===== config.mk =====
export PLATFORM = sky130hd
export DESIGN_NAME = cntr_seq_ctrl_flat
export DESIGN_NICKNAME = d
export VERILOG_FILES = /design/src/rtl/cntr_seq_pkg.sv /design/src/rtl/cntr_seq_ctrl_if.sv /design/src/rtl/cntr_core.sv /design/src/rtl/cntr_seq_ctrl.sv /design/src/flat_wrapper.sv
export SDC_FILE = /design/constraint.sdc
export NUM_CORES = 1
export LEC_CHECK = 0
export BUFFER_PORTS_ARGS = -buffer_cell sky130_fd_sc_hd__buf_2
export CAP_MARGIN = 40
export CORE_MARGIN = 1
export CORE_UTILIZATION = 52
export CTS_CLUSTER_DIAMETER = 60
export DETAILED_ROUTE_END_ITERATION = 8
export PLACE_DENSITY = 0.81
export SLEW_MARGIN = 20
export SYNTH_ARGS = -nofsm -noshare
export SYNTH_HDL_FRONTEND = slang
export SYNTH_SLANG_ARGS = --single-unit

===== constraint.sdc =====
create_clock -name clk -period 4.71 [get_ports clk]
set_input_delay 0.942 -clock clk [delete_from_list [all_inputs] [get_ports clk]]
set_output_delay 0.942 -clock clk [all_outputs]
set_load 0.005 [all_outputs]

===== src/rtl/cntr_seq_pkg.sv =====
// Shared types and defaults for the sequenced counter (cntr_seq_ctrl).
package cntr_seq_pkg;

    localparam int CNTR_WIDTH_DEF = 4;
    localparam int STATE_W        = 3;

    typedef enum logic [STATE_W-1:0] {
        ST_IDLE  = 3'd0,
        ST_RUN   = 3'd1,
        ST_PAUSE = 3'd2,
        ST_DONE  = 3'd3
    } state_e;

endpackage


===== src/rtl/cntr_seq_ctrl_if.sv =====
// Control/status bundle of cntr_seq_ctrl; master drives commands, slave is the controller.
interface cntr_seq_ctrl_if #(
    parameter int WIDTH = cntr_seq_pkg::CNTR_WIDTH_DEF
);
    logic             start;
    logic             pause;
    logic             resume;
    logic             abort;
    logic             dir;
    logic [WIDTH-1:0] load_val;
    logic [WIDTH-1:0] term_val;
    logic [WIDTH-1:0] count;
    logic             busy;
    logic             done;
    logic [2:0]       state;

    modport master (
        output start, pause, resume, abort, dir, load_val, term_val,
        input  count, busy, done, state
    );

    modport slave (
        input  start, pause, resume, abort, dir, load_val, term_val,
        output count, busy, done, state
    );
endinterface


===== src/rtl/cntr_core.sv =====
// Counter datapath: synchronous load has priority over enabled up/down step (wraps modulo 2^WIDTH).
module cntr_core #(
    parameter int WIDTH = cntr_seq_pkg::CNTR_WIDTH_DEF
) (
    input  logic             clk,
    input  logic             rst,
    input  logic             load,
    input  logic [WIDTH-1:0] load_val,
    input  logic             en,
    input  logic             dir,
    output logic [WIDTH-1:0] count
);
    logic [WIDTH-1:0] count_q;
    logic [WIDTH-1:0] count_d;

    always_comb begin
        count_d = count_q;
        if (load) begin
            count_d = load_val;
        end else if (en) begin
            count_d = dir ? (count_q - WIDTH'(1)) : (count_q + WIDTH'(1));
        end
    end

    always_ff @(posedge clk) begin
        if (rst) begin
            count_q <= '0;
        end else begin
            count_q <= count_d;
        end
    end

    assign count = count_q;

endmodule


===== src/rtl/cntr_seq_ctrl.sv =====
// Run/pause/abort sequencer around cntr_core.
// Optional: CNTR_SEQ_CTRL_AUTORELOAD_EN reloads load_val on terminal match and stays in RUN.
module cntr_seq_ctrl
    import cntr_seq_pkg::*;
#(
    parameter int WIDTH = CNTR_WIDTH_DEF
) (
    input  logic            clk,
    input  logic            rst,
    cntr_seq_ctrl_if.slave  bus
);
    state_e           state_q;
    logic             busy_q;
    logic             done_q;
    logic             dir_q;
    logic [WIDTH-1:0] load_q;
    logic [WIDTH-1:0] term_q;

    logic             core_load;
    logic             core_en;
    logic [WIDTH-1:0] core_val;
    logic [WIDTH-1:0] count;
    logic             at_term;

    assign at_term = (count == term_q);

    // Counter commands: abort beats terminal match beats pause.
    always_comb begin
        core_load = 1'b0;
        core_en   = 1'b0;
        core_val  = load_q;
        case (state_q)
            ST_IDLE, ST_DONE: begin
                if (bus.start) begin
                    core_load = 1'b1;
                    core_val  = bus.load_val;
                end
            end
            ST_RUN: begin
                if (bus.abort) begin
                    core_load = 1'b1;
                    core_val  = '0;
                end else if (at_term) begin
`ifdef CNTR_SEQ_CTRL_AUTORELOAD_EN
                    core_load = 1'b1;
                    core_val  = load_q;
`endif
                end else if (!bus.pause) begin
                    core_en = 1'b1;
                end
            end
            ST_PAUSE: begin
                if (bus.abort) begin
                    core_load = 1'b1;
                    core_val  = '0;
                end
            end
            default: ;
        endcase
    end

    cntr_core #(.WIDTH(WIDTH)) u_core (
        .clk      (clk),
        .rst      (rst),
        .load     (core_load),
        .load_val (core_val),
        .en       (core_en),
        .dir      (dir_q),
        .count    (count)
    );

    always_ff @(posedge clk) begin
        if (rst) begin
            state_q <= ST_IDLE;
            busy_q  <= 1'b0;
            done_q  <= 1'b0;
            dir_q   <= 1'b0;
            load_q  <= '0;
            term_q  <= '0;
        end else begin
            done_q <= 1'b0;
            case (state_q)
                ST_IDLE, ST_DONE: begin
                    if (bus.start) begin
                        state_q <= ST_RUN;
                        busy_q  <= 1'b1;
                        dir_q   <= bus.dir;
                        load_q  <= bus.load_val;
                        term_q  <= bus.term_val;
                    end
                end
                ST_RUN: begin
                    if (bus.abort) begin
                        state_q <= ST_IDLE;
                        busy_q  <= 1'b0;
                    end else if (at_term) begin
                        done_q <= 1'b1;
`ifndef CNTR_SEQ_CTRL_AUTORELOAD_EN
                        state_q <= ST_DONE;
                        busy_q  <= 1'b0;
`endif
                    end else if (bus.pause) begin
                        state_q <= ST_PAUSE;
                    end
                end
                ST_PAUSE: begin
                    if (bus.abort) begin
                        state_q <= ST_IDLE;
                        busy_q  <= 1'b0;
                    end else if (bus.resume) begin
                        state_q <= ST_RUN;
                    end
                end
                default: begin
                    state_q <= ST_IDLE;
                    busy_q  <= 1'b0;
                end
            endcase
        end
    end

    assign bus.count = count;
    assign bus.busy  = busy_q;
    assign bus.done  = done_q;
    assign bus.state = state_q;

endmodule


===== src/flat_wrapper.sv =====
// flat-port wrapper written by rule: the top's interface ports become plain ports
module cntr_seq_ctrl_flat import cntr_seq_pkg::*;
#(
    parameter int WIDTH = CNTR_WIDTH_DEF
)
  (clk, rst, bus_start, bus_pause, bus_resume, bus_abort, bus_dir, bus_load_val, bus_term_val, bus_count, bus_busy, bus_done, bus_state);
  cntr_seq_ctrl_if #(.WIDTH(WIDTH)) bus_i ();
  input  logic clk;
  input  logic rst;
  input wire logic [$bits(bus_i.start)-1:0] bus_start;
  input wire logic [$bits(bus_i.pause)-1:0] bus_pause;
  input wire logic [$bits(bus_i.resume)-1:0] bus_resume;
  input wire logic [$bits(bus_i.abort)-1:0] bus_abort;
  input wire logic [$bits(bus_i.dir)-1:0] bus_dir;
  input wire logic [$bits(bus_i.load_val)-1:0] bus_load_val;
  input wire logic [$bits(bus_i.term_val)-1:0] bus_term_val;
  output wire logic [$bits(bus_i.count)-1:0] bus_count;
  output wire logic [$bits(bus_i.busy)-1:0] bus_busy;
  output wire logic [$bits(bus_i.done)-1:0] bus_done;
  output wire logic [$bits(bus_i.state)-1:0] bus_state;
  assign bus_i.start = bus_start;
  assign bus_i.pause = bus_pause;
  assign bus_i.resume = bus_resume;
  assign bus_i.abort = bus_abort;
  assign bus_i.dir = bus_dir;
  assign bus_i.load_val = bus_load_val;
  assign bus_i.term_val = bus_term_val;
  assign bus_count = bus_i.count;
  assign bus_busy = bus_i.busy;
  assign bus_done = bus_i.done;
  assign bus_state = bus_i.state;
  cntr_seq_ctrl #(.WIDTH(WIDTH)) u_core (.clk(clk), .rst(rst), .bus(bus_i));
endmodule

* After elaboration in Yosys (flattened, before gate mapping)
Index checks and enable logic that the tools add are counted.
** Word-level totals
- Latch bits :: 0
- Memory bits (read-only) :: 0
- Memory bits (writable) :: 0
- Output and inout port bits :: 9
- Register bits :: 18
- Memories kept :: 0
- Word-level logic and storage cells :: 53
** Cells by class
- Multipliers :: 0
- Bitwise operators :: 1
- Equal/unequal tests :: 9
- Order comparisons :: 0
- Mux-type cells :: 26
- Add/subtract/negate cells :: 2
- Div/mod/pow operators :: 0
- Reduce and logical (&&, ||, !) cells :: 8
- Shift operators :: 0
** Operators by type and width (number)
- 4-bit 2-to-1 mux :: 5
- 3-bit 2-to-1 mux :: 6
- 1-bit 2-to-1 mux :: 11
- 3-bit one-hot mux with 3 select lines :: 1
- 4-bit one-hot mux with 2 select lines :: 1
- 3-bit by 2-bit equality test with 1-bit output, second input constant :: 2
- 3-bit AND reduction :: 2
- 4-bit by 1-bit adder with 4-bit output, second input constant :: 1
- 4-bit equality test :: 1
- 2-bit != test, second input constant :: 2
- 4-bit by 3-bit != test with 1-bit output, second input constant :: 1
- 2-bit OR reduction :: 2
- 4-bit by 1-bit subtractor with 4-bit output, second input constant :: 1
- 3-bit by 1-bit equality test with 1-bit output, second input constant :: 1
- 3-bit zero test :: 1
- 3-bit by 2-bit != test with 1-bit output, second input constant :: 1
- 3-bit != test, second input constant :: 1
- 1-bit one-hot mux with 3 select lines :: 1
- 3-bit OR reduction :: 1
- 1-bit one-hot mux with 2 select lines :: 1
- 2-bit AND reduction :: 1
- 2-bit nonzero test :: 1
- 1-bit inverter :: 1

* Logic depth before layout (Yosys ltp)
Gate-level depths: netlist of the first run.
- Depth after elaboration :: 6
- Mapped depth :: 7
- Depth with buffers taken out :: 6

* Cells and area by module
A second synthesis of the first run with hierarchy kept.
** Second synthesis, totals
- Cell total of the unflattened synthesis :: 118
- Area total of the unflattened synthesis :: 972.2 sq um
** Modules (own cells, without submodules)
- cntr_seq_ctrl :: cells each 84, area an instance 669.4 sq um, seq. area each 260.2 sq um, times used 1
- cntr_core :: cells each 34, area an instance 302.8 sq um, seq. area each 80.1 sq um, times used 1

* Worst setup path after synthesis of the first run
Ideal clock, no wire load.
- Path kind :: input to register
- From :: input bus_abort
- To :: register u_core.u_core.count_q[3], in the netlist u_core.u_core.count[3]
- Data arrival time :: 1865 ps
- Path buffers :: 0
- Path slack :: 2766 ps
- Stages :: 4
- Cell sequence :: nor3b_1 > o41ai_2 > or3_1 > o211ai_1
** On the way
- Word-level cells in the longest chain between the ends :: 3
- Elaborated cells between the ends (all ways) :: 8
** RTL lines
- start: declaration :: line flat_wrapper.sv:13 : input wire logic [$bits(bus_i.abort)-1:0] bus_abort;
- 4-bit 2-to-1 mux (tied with other cells) :: line cntr_seq_ctrl.sv:40, cntr_seq_ctrl.sv:53
- 4-bit one-hot mux with 2 select lines (tied with other cells) :: line cntr_seq_ctrl.sv:32 : case (state_q)
- 4-bit 2-to-1 mux or 2-bit nonzero test (tied branches)
- end signal: assignment :: line cntr_core.sv:29 : count_q <= count_d;
- end: declaration :: line cntr_core.sv:13 : logic [WIDTH-1:0] count_q;
Several ways; a longest one is shown, not always the timed one.
A chain may end at the register's enable or synchronous reset.

* Final worst setup path of the first run
Same ends and word-level chain as after synthesis.

==> metrics.txt, run 1 <==
DP HPWL=1.19 mm; MaxCap Viol Count=0; worst setup path startpoint=bus_abort; Worst-path clk slew=0.08 ns; first-pass iteration count of the detailed router=4; status=completed; post-synth cell types=34; Routed wire per std cell=11.6 um; maximum vdd ir drop=0.287 mV; root buffer cell=clkbuf_4; commonest non-fill, non-tap cell in the layout=buf_2; I/O Pins=24; Die W=40.8 um; CTS tree=done; initial antenna violation count=0; chip height=40.8 um; worst r2r src=u_core.bus.state[0]; Period minus WS final=1.88 ns; maximum clock frequency=532 MHz; worst-margin pin slew=0.771 ns; CTS H-tree lvls=1; setup TNS=0 ns; Post-Synthesis Cells=95; DRC=0; Post-synth EDFFs=0; Cell Pwr Density=513 nW/um^2; final net count=137; Post-Syn Nets=115; antenna-violating nets left=0; Place WS=2.52 ns; Arrival @ worst endpoint=2.09 ns; Critical Setup Path Class=in -> reg; most frequent cells in the layout=buf_2, nand2_1, dfxtp_1; Clock Sinks=13; setup violators final=0; syn avg cell area=8.22 sq um; Layout area overhead=17.1%; Die ar.=1660 sq um; CTS resizes=0; initial DRC count=18; synthesized area=781 sq um; RSZ-0062 raised after global routing=no; vias in the first global route=610; Max Slew Vio Count=0; final wirelength=1.52 mm; asr flop ratio synth=0%; Crit path required time=4.92 ns; Setup Buffers After CTS=0; Pleak=0.430 nW; gr ovfl total=0; Hold Crit Class=reg -> reg; Post-synth top flop=dfxtp_1; Clock Skew=0.00178 ns; CP startpoint kind=input pin; via count=697; largest net degree at the start of global routing=15; min-delay src=u_core.bus.busy; row cnt=13; CP max FO=8; Placeable Area=1350 sq um; sequential-to-total area share from yosys stat=33.3%; Hold Vio Cnt, Final=0; CP Capture Type=register; Relative slew margins=48.0%; clk_lat worst skew=0.28 ns; global-route wire length before repair=2.45 mm; cts bufs inserted=3; CTS max path bufs=2; total track usage=23.0%; initial core utilization=57.8%; ant diodes=0; final period utilization=39.9%; fin cells=131; share of layout cells above drive strength 1=25.0%; YS warnings=0; via/cell ratio=5.32; # port buffers=22; Hold-fix buffers, CTS=0; final core utilization=67.7%; number of synthesized register bits=13; RePlAce Congestion=0.778; dpl cells=127; final setup margin=2.83 ns
## synth_stat cells (all sizes together) (2+ instances only)
| master | instances | area share (%) |
|---|---|---|
| inv | 9 | 4.3 |
| nor3b | 2 | 1.9 |
| nor2 | 3 | 1.4 |
| nand2 | 14 | 6.7 |
| nor3 | 3 | 1.9 |
| nor2b | 2 | 1.6 |
| a211oi | 4 | 3.8 |
| dfxtp | 13 | 33 |
| a21oi | 9 | 5.8 |
| ha | 4 | 6.4 |
| clkbuf | 4 | 1.9 |
| or3 | 2 | 1.6 |
| xor2 | 5 | 5.6 |
## report_power, final
part | total, mW | leakage [nW] | internal, mW | switching, mW
sequential | 0.168 | 0.107 | 0.139 | 0.0285
combinational | 0.232 | 0.306 | 0.106 | 0.127
clock | 0.0694 | 0.0177 | 0.0316 | 0.0378
total | 0.469 | 0.430 | 0.276 | 0.193
## through the flow
step | hold slack (ns) | power [mW] | cell area, sq um
after floorplan | 0.448 | 0.340 | 781
after global placement | 0.440 | 0.396 | 887
after detailed placement | 0.452 | 0.403 | 887
after CTS | 0.463 | 0.473 | 915
after global routing | 0.483 | 0.513 | 915
final | 0.457 | 0.469 | 915
## metal layers
metal	routed length [um]	part of all wire, %	global-route usage, %	up-vias
met2	662	43	34.5	15
met4	19	1.2	7.50	0
met1	772	51	29.5	312
li1	-	-	-	366
met5	0	0	0	-
met3	70	4.6	9.78	4
## registers in the layout (all words and copies together), names as in the netlist
name                 flops
u_core.bus.busy          1
u_core.bus.done          1
u_core.bus.state         2
u_core.dir_q             1
u_core.term_q            4
u_core.u_core.count      4
## cell families after synthesis
logic type	synth area share, %
compound gates	20.8
other cells	0.480
xor+xnor	6.73
mux	2.72
buf+inv	7.21
fa+ha+maj	8.97
simple gates	19.7
flops	33.3
## worst max-delay path, stage by stage
cell      delay, ns
buf_2          0.13
nor3b_1        0.24
o41ai_2        0.21
or3_1          0.40
o211ai_1       0.17
## area by class of cell
cell class | count | area [sq um]
multi-input cells | 68 | 464
fillers | 120 | 435
flip-flops and latches | 13 | 260
repair buffers | 22 | 110
inverters | 9 | 33.8
clock buffers | 3 | 22.5
well taps | 15 | 18.8
clock inverters | 1 | 5.00
## path summary, 6_finish.rpt
check	cells past startpoint	slack, ns	to
hold / removal	2	0.46	u_core.bus.busy
setup reg to reg	6	2.86	u_core.u_core.count[3]
hold reg to reg	2	0.46	u_core.bus.busy
setup / recovery	5	2.83	u_core.u_core.count[3]
Power figures use the tool's default switching activity.
==> inputs of run 2 (changes only) <==
- ABC_AREA: not set -> 1
- CORE_UTILIZATION: 52 -> 44
- PLACE_DENSITY: 0.81 -> 0.72
- clock period: 4.71 -> 1.6 ns (I/O delays scaled with it)
==> run 2 against run 1 <==
- die area up 22%
- count of clock-buffer cells in the layout up 1
- global-route usage down 4.6 points
- first-iteration DRC count down 50%
- cell area up 9.7%
- flip-flop and latch count unchanged
- critical path type is now reg -> reg
==> metrics.txt, run 2 <==
Die ar.=2030 sq um (+22%); setup TNS=0 ns (unchanged); synthesized area=817 sq um (+4.6%); first-pass iteration count of the detailed router=4 (unchanged); CP max FO=6 (-2); Worst-path clk slew=0.08 ns (about the same); Pleak=0.533 nW (+24%); ant diodes=0 (unchanged); antenna-violating nets left=0 (unchanged); gr ovfl total=0 (unchanged); Critical Setup Path Class=reg -> reg; asr flop ratio synth=0% (unchanged); number of synthesized register bits=13 (unchanged); CTS H-tree lvls=1 (unchanged); most frequent cells in the layout=nand2_1, buf_2, inv_1; initial antenna violation count=0 (unchanged); commonest non-fill, non-tap cell in the layout=nand2_1; I/O Pins=24 (unchanged); # port buffers=22 (unchanged); root buffer cell=clkbuf_4; compound-gate portion of the synthesized area=13.0% (-7.8 points); Hold Crit Class=in -> reg; Post-synth EDFFs=0 (unchanged); cts bufs inserted=3 (unchanged); CTS tree=done; DRC=0 (unchanged); Clock Sinks=13 (unchanged); Arrival @ worst endpoint=1.69 ns (-0.40 ns); final net count=174 (+27%); CTS max path bufs=2 (unchanged); Post-Synthesis Cells=127 (+34%); simple-gate share of the synthesized area=32.3% (+13 points); vias in the first global route=668 (+9.5%); CP Capture Type=register; top-count cell post-synth=nand2_1; Commonest cells post-synth=nand2_1, inv_1, dfxtp_1, a21oi_1, o21ai_0; reg2reg path depth=9 (+3); maximum clock frequency=669 MHz; largest family of logic cells by synthesized area=simple AND/OR/NAND/NOR gates; row cnt=15 (+2); RePlAce Congestion=0.779 (+0.10%); CP startpoint kind=register; Post-Synth XOR/XNOR Area=1.07% (-5.7 points); Hold-fix buffers, CTS=0 (unchanged); Setup Buffers After CTS=0 (unchanged); clk_lat worst skew=0.27 ns (about the same); multiplexer share of the synthesized area=0% (-2.7 points); Synth top area share=31.9% (-1.5 points); Post-synth top flop=dfxtp_1; Post-Layout Inst Area=1000 sq um (+9.7%); hold path depth=2 (unchanged); via/cell ratio=4.62 (-13%); Hold Vio Cnt, Final=0 (unchanged); Layout area overhead=22.8%; Filler Cell Count=177 (+48%); Cell Pwr Density=1780 nW/um^2 (+250%); Synth Area in Adders=8.58% (-0.40 points); Synth area leader=dfxtp_1; MaxCap Viol Count=0 (unchanged); RSZ-0062 raised after global routing=no; via count=823 (+18%); Post-Syn Nets=147 (+28%); post-synth cell types=20 (-41%); top cells by area, synth=dfxtp_1, nand2_1, inv_1, a21oi_1, ha_1; DP HPWL=1.38 mm (+16%); sequential-to-total area share from yosys stat=31.9% (-1.5 points); YS warnings=0 (unchanged); total track usage=18.4% (-4.6 points); Die W=45.1 um (+11%); Placeable Area=1730 sq um (+28%); chip height=45.1 um (+11%); setup violators final=0 (unchanged); Period minus WS final=1.49 ns; DP Area=965 sq um (+8.7%); maximum vdd ir drop=1.04 mV (+260%); Crit path required time=1.79 ns (-3.13 ns); initial core utilization=47.3% (-11 points); status=completed; global-route wire length before repair=2.64 mm (+7.9%); syn avg cell area=6.43 sq um (-22%); share of layout cells above drive strength 1=26.1% (+1.1 points); Clock Skew=0.00818 ns (+0.00640 ns); final period utilization=93.4%; largest net degree at the start of global routing=11 (-4); Max Slew Vio Count=0 (unchanged); Routed wire per std cell=9.63 um (-17%); initial DRC count=9 (-9); final wirelength=1.72 mm (+13%)
-- run 2: changes by cell type after synthesis, moves of 3 or more --
| cell | delta |
|---|---|
| clkbuf_1 | -3 |
| nor3_1 | -3 |
| xor2_1 | -5 |
| inv_1 | +8 |
| o21ai_0 | +9 |
| nor2_1 | +6 |
| nand2_2 | +3 |
| a211oi_1 | -4 |
| nand3_1 | +6 |
| inv_2 | +4 |
| nand2_1 | +25 |
-- run 2: where the power goes --
part,internal [mW],switching (mW),leakage (nW)
Combinational,0.440,0.622,0.411
Sequential,0.437,0.0858,0.107
Clock,0.0964,0.103,0.0150
Total,0.973,0.810,0.533
-- run 2: layer usage --
layer / global-route usage (%) / up-vias / share of wire (%)
met4: 9.09 / 0 / 0.76
met1: 22.5 / 362 / 45
met3: 2.40 / 2 / 3.4
met5: 0 / - / 0
met2: 31.6 / 14 / 50
li1: - / 445 / -
-- run 2: worst max-delay path: stages, from the launching register on --
cell and delay (ns):
dfxtp_1 0.36, inv_1 0.09, ha_4 0.28, nand2_1 0.06, buf_4 0.15, inv_1 0.10, nand2_1 0.05, o21ai_0 0.09
nand2_1 0.09, a21oi_1 0.14
-- run 2: cells by family after synthesis --
group,after synthesis
and+or+nand+nor,61
buffers and inverters,25
AOI/OAI and AO/OA,21
DFF,13
adders and majority gates,5
xor gates and xnor gates,1
other,1
-- run 2: path summary, 6_finish.rpt --
path	startpoint	to	slack [ns]
setup reg to reg	u_core.bus.state[0]	u_core.u_core.count[0]	0.11
hold / removal	rst	u_core.u_core.count[3]	0.29
setup / recovery	u_core.bus.state[0]	u_core.u_core.count[0]	0.11
hold reg to reg	u_core.term_q[1]	u_core.term_q[1]	0.47
-- run 2: metrics by stage --
step	util [%]	power, mW	std cells	setup slack, ns	hold WS [ns]
floorplan	-	1.28	127	0.142	0.443
CTS	57.4	1.77	178	0.0664	0.276
global route	58.1	1.98	178	0.00506	0.286
global placement	55.9	1.54	174	0.104	0.454
finish	58.1	1.78	178	0.106	0.291
detailed placement	55.9	1.55	174	0.00838	0.453
-- run 2: layout make-up --
cell class	count	area, sq um	area share [%]
well taps	25	31.3	3.12
multi-input cells	89	465	46.4
clock buffers	4	26.3	2.62
flip-flops and latches	13	260	25.9
repair buffers	25	133	13.2
inverters	22	87.6	8.73
-- run 2: what timing repair did --
item	CTS	global route
gates resized for setup	1	1
setup endpoints to repair	2	4
endpoints found under the hold margin	0	0
